File: src/rtl/iwdg_rst_ctrl.sv
// IWDG reset consumer: syncs rst_iwdg_lsi, stretches events into a fixed sys_rst_n pulse,
// keeps sticky cause flags. Define IWDG_RST_COUNT_EN to build the watchdog reset counter.
module iwdg_rst_ctrl #(
    parameter int          RST_PULSE_CYCLES = 16,
    parameter int          HOLDOFF_CYCLES   = 8,
    parameter int          CNT_W            = 8,
    parameter logic [31:0] BASE_ADR         = 32'h0100_0100
) (
    input  logic        clk_m2s,
    input  logic        rst_m2s,
    input  logic        rst_iwdg_lsi,
    input  logic [15:0] dat_m2s,
    input  logic [31:0] adr_m2s,
    input  logic        cyc_m2s,
    input  logic        we_m2s,
    input  logic        stb_m2s,
    output logic [15:0] dat_s2m,
    output logic        ack_s2m,
    output logic        sys_rst_n,
    output logic        rst_active
);
    localparam logic [31:0] CSR_ADR = BASE_ADR + 32'h0;
    localparam logic [31:0] CNT_ADR = BASE_ADR + 32'h4;
    localparam int TMAX = (RST_PULSE_CYCLES > HOLDOFF_CYCLES) ? RST_PULSE_CYCLES : HOLDOFF_CYCLES;
    localparam int TW   = (TMAX > 1) ? $clog2(TMAX) : 1;

    typedef enum logic [1:0] {ST_IDLE, ST_ASSERT, ST_HOLD} state_t;

    state_t        state, state_nxt;
    logic [TW-1:0] tmr, tmr_nxt;
    logic          launch;
    logic [2:0]    sync;
    logic          iwdg_evt;
    logic          iwdg_f, sft_f, por_f;
    logic          wb_req, wr_csr, rmvf, sw_evt;
    logic [15:0]   rdata, cnt_rd;
    logic          unused_dat;

    assign unused_dat = ^{dat_m2s[15:9], dat_m2s[7:4], dat_m2s[2:0]};

    // Two-flop synchroniser plus a registered rising-edge detect.
    always_ff @(posedge clk_m2s or negedge rst_m2s) begin
        if (!rst_m2s) begin
            sync     <= '0;
            iwdg_evt <= 1'b0;
        end else begin
            sync     <= {sync[1:0], rst_iwdg_lsi};
            iwdg_evt <= sync[1] & ~sync[2];
        end
    end

    assign wb_req = cyc_m2s & stb_m2s & ~ack_s2m;
    assign wr_csr = wb_req & we_m2s & (adr_m2s == CSR_ADR);
    assign rmvf   = wr_csr & dat_m2s[3];
    assign sw_evt = wr_csr & dat_m2s[8];

    always_comb begin
        state_nxt = state;
        tmr_nxt   = tmr;
        launch    = 1'b0;
        case (state)
            ST_IDLE: if (iwdg_evt | sw_evt) begin
                state_nxt = ST_ASSERT;
                tmr_nxt   = TW'(RST_PULSE_CYCLES - 1);
                launch    = 1'b1;
            end
            ST_ASSERT: if (tmr == '0) begin
                state_nxt = ST_HOLD;
                tmr_nxt   = TW'(HOLDOFF_CYCLES - 1);
            end else begin
                tmr_nxt = tmr - 1'b1;
            end
            ST_HOLD: if (tmr == '0) state_nxt = ST_IDLE;
                     else           tmr_nxt   = tmr - 1'b1;
            default: state_nxt = ST_IDLE;
        endcase
    end

    // sys_rst_n is registered off the next state so it moves on the same edge as the FSM.
    always_ff @(posedge clk_m2s or negedge rst_m2s) begin
        if (!rst_m2s) begin
            state     <= ST_IDLE;
            tmr       <= '0;
            sys_rst_n <= 1'b1;
        end else begin
            state     <= state_nxt;
            tmr       <= tmr_nxt;
            sys_rst_n <= (state_nxt != ST_ASSERT);
        end
    end

    assign rst_active = (state != ST_IDLE);

    // RMVF clears before same-cycle events are recorded.
    always_ff @(posedge clk_m2s or negedge rst_m2s) begin
        if (!rst_m2s) begin
            iwdg_f <= 1'b0;
            sft_f  <= 1'b0;
            por_f  <= 1'b1;
        end else begin
            iwdg_f <= (iwdg_f & ~rmvf) | iwdg_evt;
            sft_f  <= (sft_f & ~rmvf) | sw_evt;
            por_f  <= por_f & ~rmvf;
        end
    end

`ifdef IWDG_RST_COUNT_EN
    logic [CNT_W-1:0] rst_cnt, cnt_base;

    assign cnt_base = rmvf ? '0 : rst_cnt;

    always_ff @(posedge clk_m2s or negedge rst_m2s) begin
        if (!rst_m2s)
            rst_cnt <= '0;
        else if (launch && iwdg_evt && !(&cnt_base))
            rst_cnt <= cnt_base + 1'b1;
        else
            rst_cnt <= cnt_base;
    end

    assign cnt_rd = 16'(rst_cnt);
`else
    logic unused_launch;
    assign unused_launch = launch;
    assign cnt_rd        = '0;
`endif

    always_comb begin
        rdata = '0;
        if (adr_m2s == CSR_ADR)      rdata = {rst_active, 12'b0, por_f, sft_f, iwdg_f};
        else if (adr_m2s == CNT_ADR) rdata = cnt_rd;
    end

    always_ff @(posedge clk_m2s or negedge rst_m2s) begin
        if (!rst_m2s) begin
            ack_s2m <= 1'b0;
            dat_s2m <= '0;
        end else begin
            ack_s2m <= wb_req;
            dat_s2m <= (wb_req && !we_m2s) ? rdata : '0;
        end
    end
endmodule
File: config.mk
export PLATFORM = sky130hd
export DESIGN_NAME = iwdg_rst_ctrl
export DESIGN_NICKNAME = d
export VERILOG_FILES = /design/src/rtl/iwdg_rst_ctrl.sv
export SDC_FILE = /design/constraint.sdc
export NUM_CORES = 1
export LEC_CHECK = 0
export ABC_AREA = 1
export CORE_MARGIN = 8
export CORE_UTILIZATION = 35
export CTS_BUF_LIST = sky130_fd_sc_hd__clkbuf_16
export CTS_CLUSTER_DIAMETER = 60
export DETAILED_ROUTE_END_ITERATION = 8
export PLACE_DENSITY = 0.79
export SYNTH_ARGS = -nofsm -noshare
export SYNTH_HDL_FRONTEND = slang
export SYNTH_SLANG_ARGS = --single-unit
export TNS_END_PERCENT = 5
File: constraint.sdc
create_clock -name clk_m2s -period 1.6 [get_ports clk_m2s]
set_clock_uncertainty 0.05 [all_clocks]
set_input_delay 0.32 -clock clk_m2s [delete_from_list [all_inputs] [get_ports clk_m2s]]
set_output_delay 0.32 -clock clk_m2s [all_outputs]
set_load 0.05 [all_outputs]
# == Yosys cells after proc, flatten, opt, wreduce, memory -nomap -nowiden ==
# Cells that the tools add are included.
# classes
eq_ne,6
mux,10
bitwise,16
n_reduce_logical,7
n_addsub,1
# ops
op,count
"32-bit by 25-bit == test with 1-bit output, second input constant",1
16-bit two-way mux,2
4-bit two-way mux,3
4-bit one-hot mux with 3 select lines,1
1-bit AND,10
2-bit two-way mux,3
2-bit one-hot mux with 3 select lines,1
4-bit zero test,1
"2-bit != test, second input constant",2
"4-bit by 1-bit subtractor with 4-bit output, second input constant",1
1-bit inverter,3
1-bit OR,3
3-bit AND reduction,1
3-bit nonzero test,1
"2-bit by 1-bit == test with 1-bit output, second input constant",1
"2-bit == test, second input constant",1
2-bit zero test,1
"2-bit by 1-bit != test with 1-bit output, second input constant",1
2-bit nonzero test,1
1-bit logical AND,1
1-bit zero test,1
# totals
register_bits,31
out_inout_bits,19
word_cells,50

# == Longest topological paths before layout ==
# Gate-level depths: netlist of the first run.
# logic_depth
depth_word,9
mapped_depth,11
ltp_nobuf,11

# == Least setup slack after synthesis of the first run ==
# Ideal clock, no wire load.
# synth_timing
path_kind,register to register
start,register ack_s2m
end,register state[1]
t_required_ns,1.436
slack_ns,0.146
path_buffers,0
arrival_ns,1.290
path_stages_with_launch,7
path_cell_list,dfrtp_1 nor3_1 nand3_2 nand3_4 nand2_2 nand2_2 inv_1
# synth_via
elab_chain_cells,8
# synth_lines
item,line_no,rtl
"start, declared",18,"output logic ack_s2m,"
"start signal, assigned",139,ack_s2m <= wb_req;
1-bit inverter,52,assign wb_req = cyc_m2s & stb_m2s & ~ack_s2m;
1-bit AND,52,
1-bit AND (2 in a row),53,assign wr_csr = wb_req & we_m2s & (adr_m2s == CSR_ADR);
1-bit AND,55,assign sw_evt = wr_csr & dat_m2s[8];
1-bit OR,62,ST_IDLE: if (iwdg_evt | sw_evt) begin
2-bit two-way mux,62,
2-bit one-hot mux with 3 select lines,61,case (state)
net state_nxt[1],29,"state_t state, state_nxt;"
"end signal, assigned",86,state <= state_nxt;
"end, declared",29,
# The timed path passes the listed nets, and every way through them passes these cells.
# A chain may end at the register's enable or synchronous reset.

# == Worst setup path in the final report of the first run ==
# layout_timing
start,register state[0]
end,output port rst_active
# layout_via
elab_chain_cells,1
# layout_lines
item,line_no,rtl
2-bit nonzero test,92,assign rst_active = (state != ST_IDLE);
"end, declared",20,output logic rst_active
# No other way between the ends.

==> impl_metrics.tcl, run 1 <==
set metrics [dict create \
    status "completed" \
    final_nets 255 \
    ant_nets 0 \
    cellLeakagePower_nw 1.09 \
    synthTopCellsByArea "dfrtp_1, nor2_1, nand2_1" \
    grt_pass1_vias 929 \
    wire_per_inst_um 12.3 \
    path_class "flip-flop to primary output" \
    fp.coreArea_um2 3000 \
    die-area_um2 5170 \
    cts_tree "done" \
    yosysTopAreaCell "dfrtp_1" \
    hp-class "flip-flop to flip-flop" \
    drt_pass1_iterations 4 \
    finalCriticalPeriod_ns 1.54 \
    nFillCells 264 \
    fin_crit_sh_pct 96.3 \
    place_area_um2 1660 \
    cts-htree-levels 1 \
    ys_warn_count 0 \
    worstSetupPathDepth 4 \
    cts-root-buf "clkbuf_16" \
    synth_top_area_share_pct 38.9 \
    maxCapViolCount 0 \
    cts.reportedPaths.clkPinSlew_ns 0.05 \
    p_switching_mw 0.834 \
    irDropWorstVdd_mv 0.735 \
    antenna_found_initial 0 \
    grt-ovfl-total 0 \
    grt_first_pass_wirelength_um 4140 \
    cts.sinks 19 \
    dp_slack_ns -0.263 \
    fin_tns_setup_ns 0 \
    yosysSeqAreaShare_pct 43.7 \
    crit_fanout 4 \
    dp_cells 223 \
    placement.io_buffers 46 \
    syn_area_per_cell_um2 7.93 \
    area_delta_synth_final_pct 66.2 \
    combPwrFrac_pct 47.4 \
    vias 1001 \
    cp-start-kind "flip-flop" \
    crit_path_max_incr_delay_ns 0.39 \
    rows 20 \
    utilization_pct 60.6 \
    timing.hold.ws_ns 0.303 \
    first_iter_violations 55 \
    cp_num_buf_inv 3 \
    syn_inst 138 \
    p_total_mw 2.24 \
    synth_seq_cells 19 \
    clk_latency_ns 0.25 \
    power.internal_mw 1.41 \
    clkPwrFrac_pct 22.3 \
    slowest_stage "dfrtp_1" \
    slew_violations 0 \
    fin_ws_ns 0.0595 \
    timing.fmax_mhz 649 \
    setup.worst_path.end "rst_active" \
    remaining_drc_errors 0 \
    drive_gt1_share_pct 17.4 \
    die_x_um 71.9 \
    place_hpwl_um 2200 \
    p_per_area_nw_per_um2 1230 \
    crit_path_end_kind "primary output" \
    cp.arrival_ns 1.17 \
    rr_endpoint "tmr[2]" \
    start_util_pct 36.5 \
    pwr-share-seq_pct 30.3 \
    final_cell_area_um2 1820 \
    antenna_cells 0 \
    viasPerCell 4.39 \
    reg2reg_depth 7 \
    synth_area_um2 1090 \
    cts_made_buffers 3 \
    ctsLongestPathBuffers 2 \
    worstPathCellList "inv_1 > ha_1 > inv_2 > buf_12" \
    required_ns 1.23 \
    io_pins 73 \
    min_from "sync[0]" \
    netSwitchingFraction_pct 37.2 \
    crit_start "state[0]" \
    reg2reg_slack_ns 0.09 \
    layout.cells.non_filler 228 \
    grt_max_degree 20 \
    setup_violations 0 \
    crit_family "flip-flops" \
    die_h_um 71.9 \
    holdBufCountCts 0 \
    place.gp.congestion 0.796 \
    synth_cell_types 20 \
    gr-usage-all-layers_pct 10.3 \
    routed_wl_um 2810 \
    r2r-start "tmr[0]" \
    hold_viol 0 \
]
-- cells by family (layout without fill, tap and decap cells) --
family,Yosys count,after routing,share of synthesized area (%)
fa+ha+maj,5,5,5.71
xor+xnor,2,2,1.60
simple gates,72,72,29.4
other cells,1,12,0.343
buf+inv,30,76,14.4
flops,19,19,43.7
compound gates,9,9,4.91
-- synthesized netlist by cell type --
master	number
a21oi_1	3
a31o_2	1
buf_4	12
conb_1	1
dfrtp_1	17
dfstp_2	2
ha_1	5
inv_1	18
nand2_1	26
nand2_2	3
nand2_4	1
nand3_1	9
nand3_2	1
nand3_4	1
nor2_1	28
nor2_2	1
nor3_1	2
o211ai_1	2
o21ai_0	3
xnor2_1	2
-- power groups by stage --
stage                     Combinational (mW)  Sequential (mW)  Clock (mW)
after floorplan                        0.648            0.699           0
after CTS                               1.03            0.672       0.512
after global routing                    1.17            0.693       0.528
final                                   1.06            0.680       0.499
after detailed placement                1.03            0.679           0
after global placement                  1.02            0.674           0
-- state kept, by name, summed over array words and instances (netlist names), 2 cells and up --
name     count
dat_s2m      4
state        2
sync         3
tmr          4
-- worst min-delay path by stage --
| stage | endpoint | slack (ns) | cells after the start |
|---|---|---|---|
| 6_report | sync[1] | 0.30 | 0 |
| 5_1_grt | sync[1] | 0.31 | 0 |
| 4_1_cts | sync[1] | 0.30 | 0 |
| 3_5_place_dp | sync[1] | 0.29 | 0 |
| 3_3_place_gp | sync[1] | 0.28 | 0 |
| 2_1_floorplan | ack_s2m | -0.03 | 0 |
-- cell usage in the layout, fill, tap and decap left out, drive strengths merged --
cell type	instances
nor2	29
nand3	11
ha	5
nand2	30
buf	15
dfrtp	17
a21oi	3
conb	12
nor3	2
o21ai	3
o211ai	2
clkinv	1
dfstp	2
a31o	1
xnor2	2
dlymetal6s2s	26
inv	18
clkdlybuf4s50	10
clkbuf	3
dlygate4sd2	3
-- routing by layer --
| layer | track usage, % | up-vias | part of all wire, % |
|---|---|---|---|
| met5 | 0 | - | 0 |
| met4 | 2.72 | 0 | 0.46 |
| met3 | 4.27 | 2 | 3.8 |
| met2 | 18.9 | 17 | 58 |
| met1 | 10.3 | 464 | 38 |
| li1 | - | 518 | - |
-- layout make-up --
type | instances | area [um2] | area share, %
clock buffers | 3 | 75.1 | 4.13
multi-input cells | 100 | 513 | 28.2
well taps | 33 | 41.3 | 2.27
flip-flops and latches | 19 | 478 | 26.3
repair buffers | 54 | 639 | 35.1
inverters | 18 | 67.6 | 3.71
clock inverters | 1 | 5.00 | 0.275
-- what timing repair did --
item | in CTS | in global routing
pin swaps | 13 | 35
buffers inserted | 0 | 1
endpoints found under the setup margin | 5 | 14
gates cloned | 0 | 0
resized for setup | 3 | 31
(Power assumes the default switching activity.)
==> run 2: changes to the inputs <==
--- a/config.mk
+++ b/config.mk
@@ -11,6 +11,7 @@
 export CTS_BUF_LIST = sky130_fd_sc_hd__clkbuf_16
 export CTS_CLUSTER_DIAMETER = 60
 export DETAILED_ROUTE_END_ITERATION = 8
+export HOLD_SLACK_MARGIN = 0.06
 export PLACE_DENSITY = 0.79
 export SYNTH_ARGS = -nofsm -noshare
 export SYNTH_HDL_FRONTEND = slang
==> results of run 2 <==
The final DEF is identical to that of run 1; final timing and power are the same.
==> run 3: changes to the inputs <==
--- a/config.mk
+++ b/config.mk
@@ -11,7 +11,6 @@
 export CTS_BUF_LIST = sky130_fd_sc_hd__clkbuf_16
 export CTS_CLUSTER_DIAMETER = 60
 export DETAILED_ROUTE_END_ITERATION = 8
-export HOLD_SLACK_MARGIN = 0.06
 export PLACE_DENSITY = 0.79
 export SYNTH_ARGS = -nofsm -noshare
 export SYNTH_HDL_FRONTEND = slang
==> results of run 3 <==
The final DEF is identical to that of run 1; final timing and power are the same.
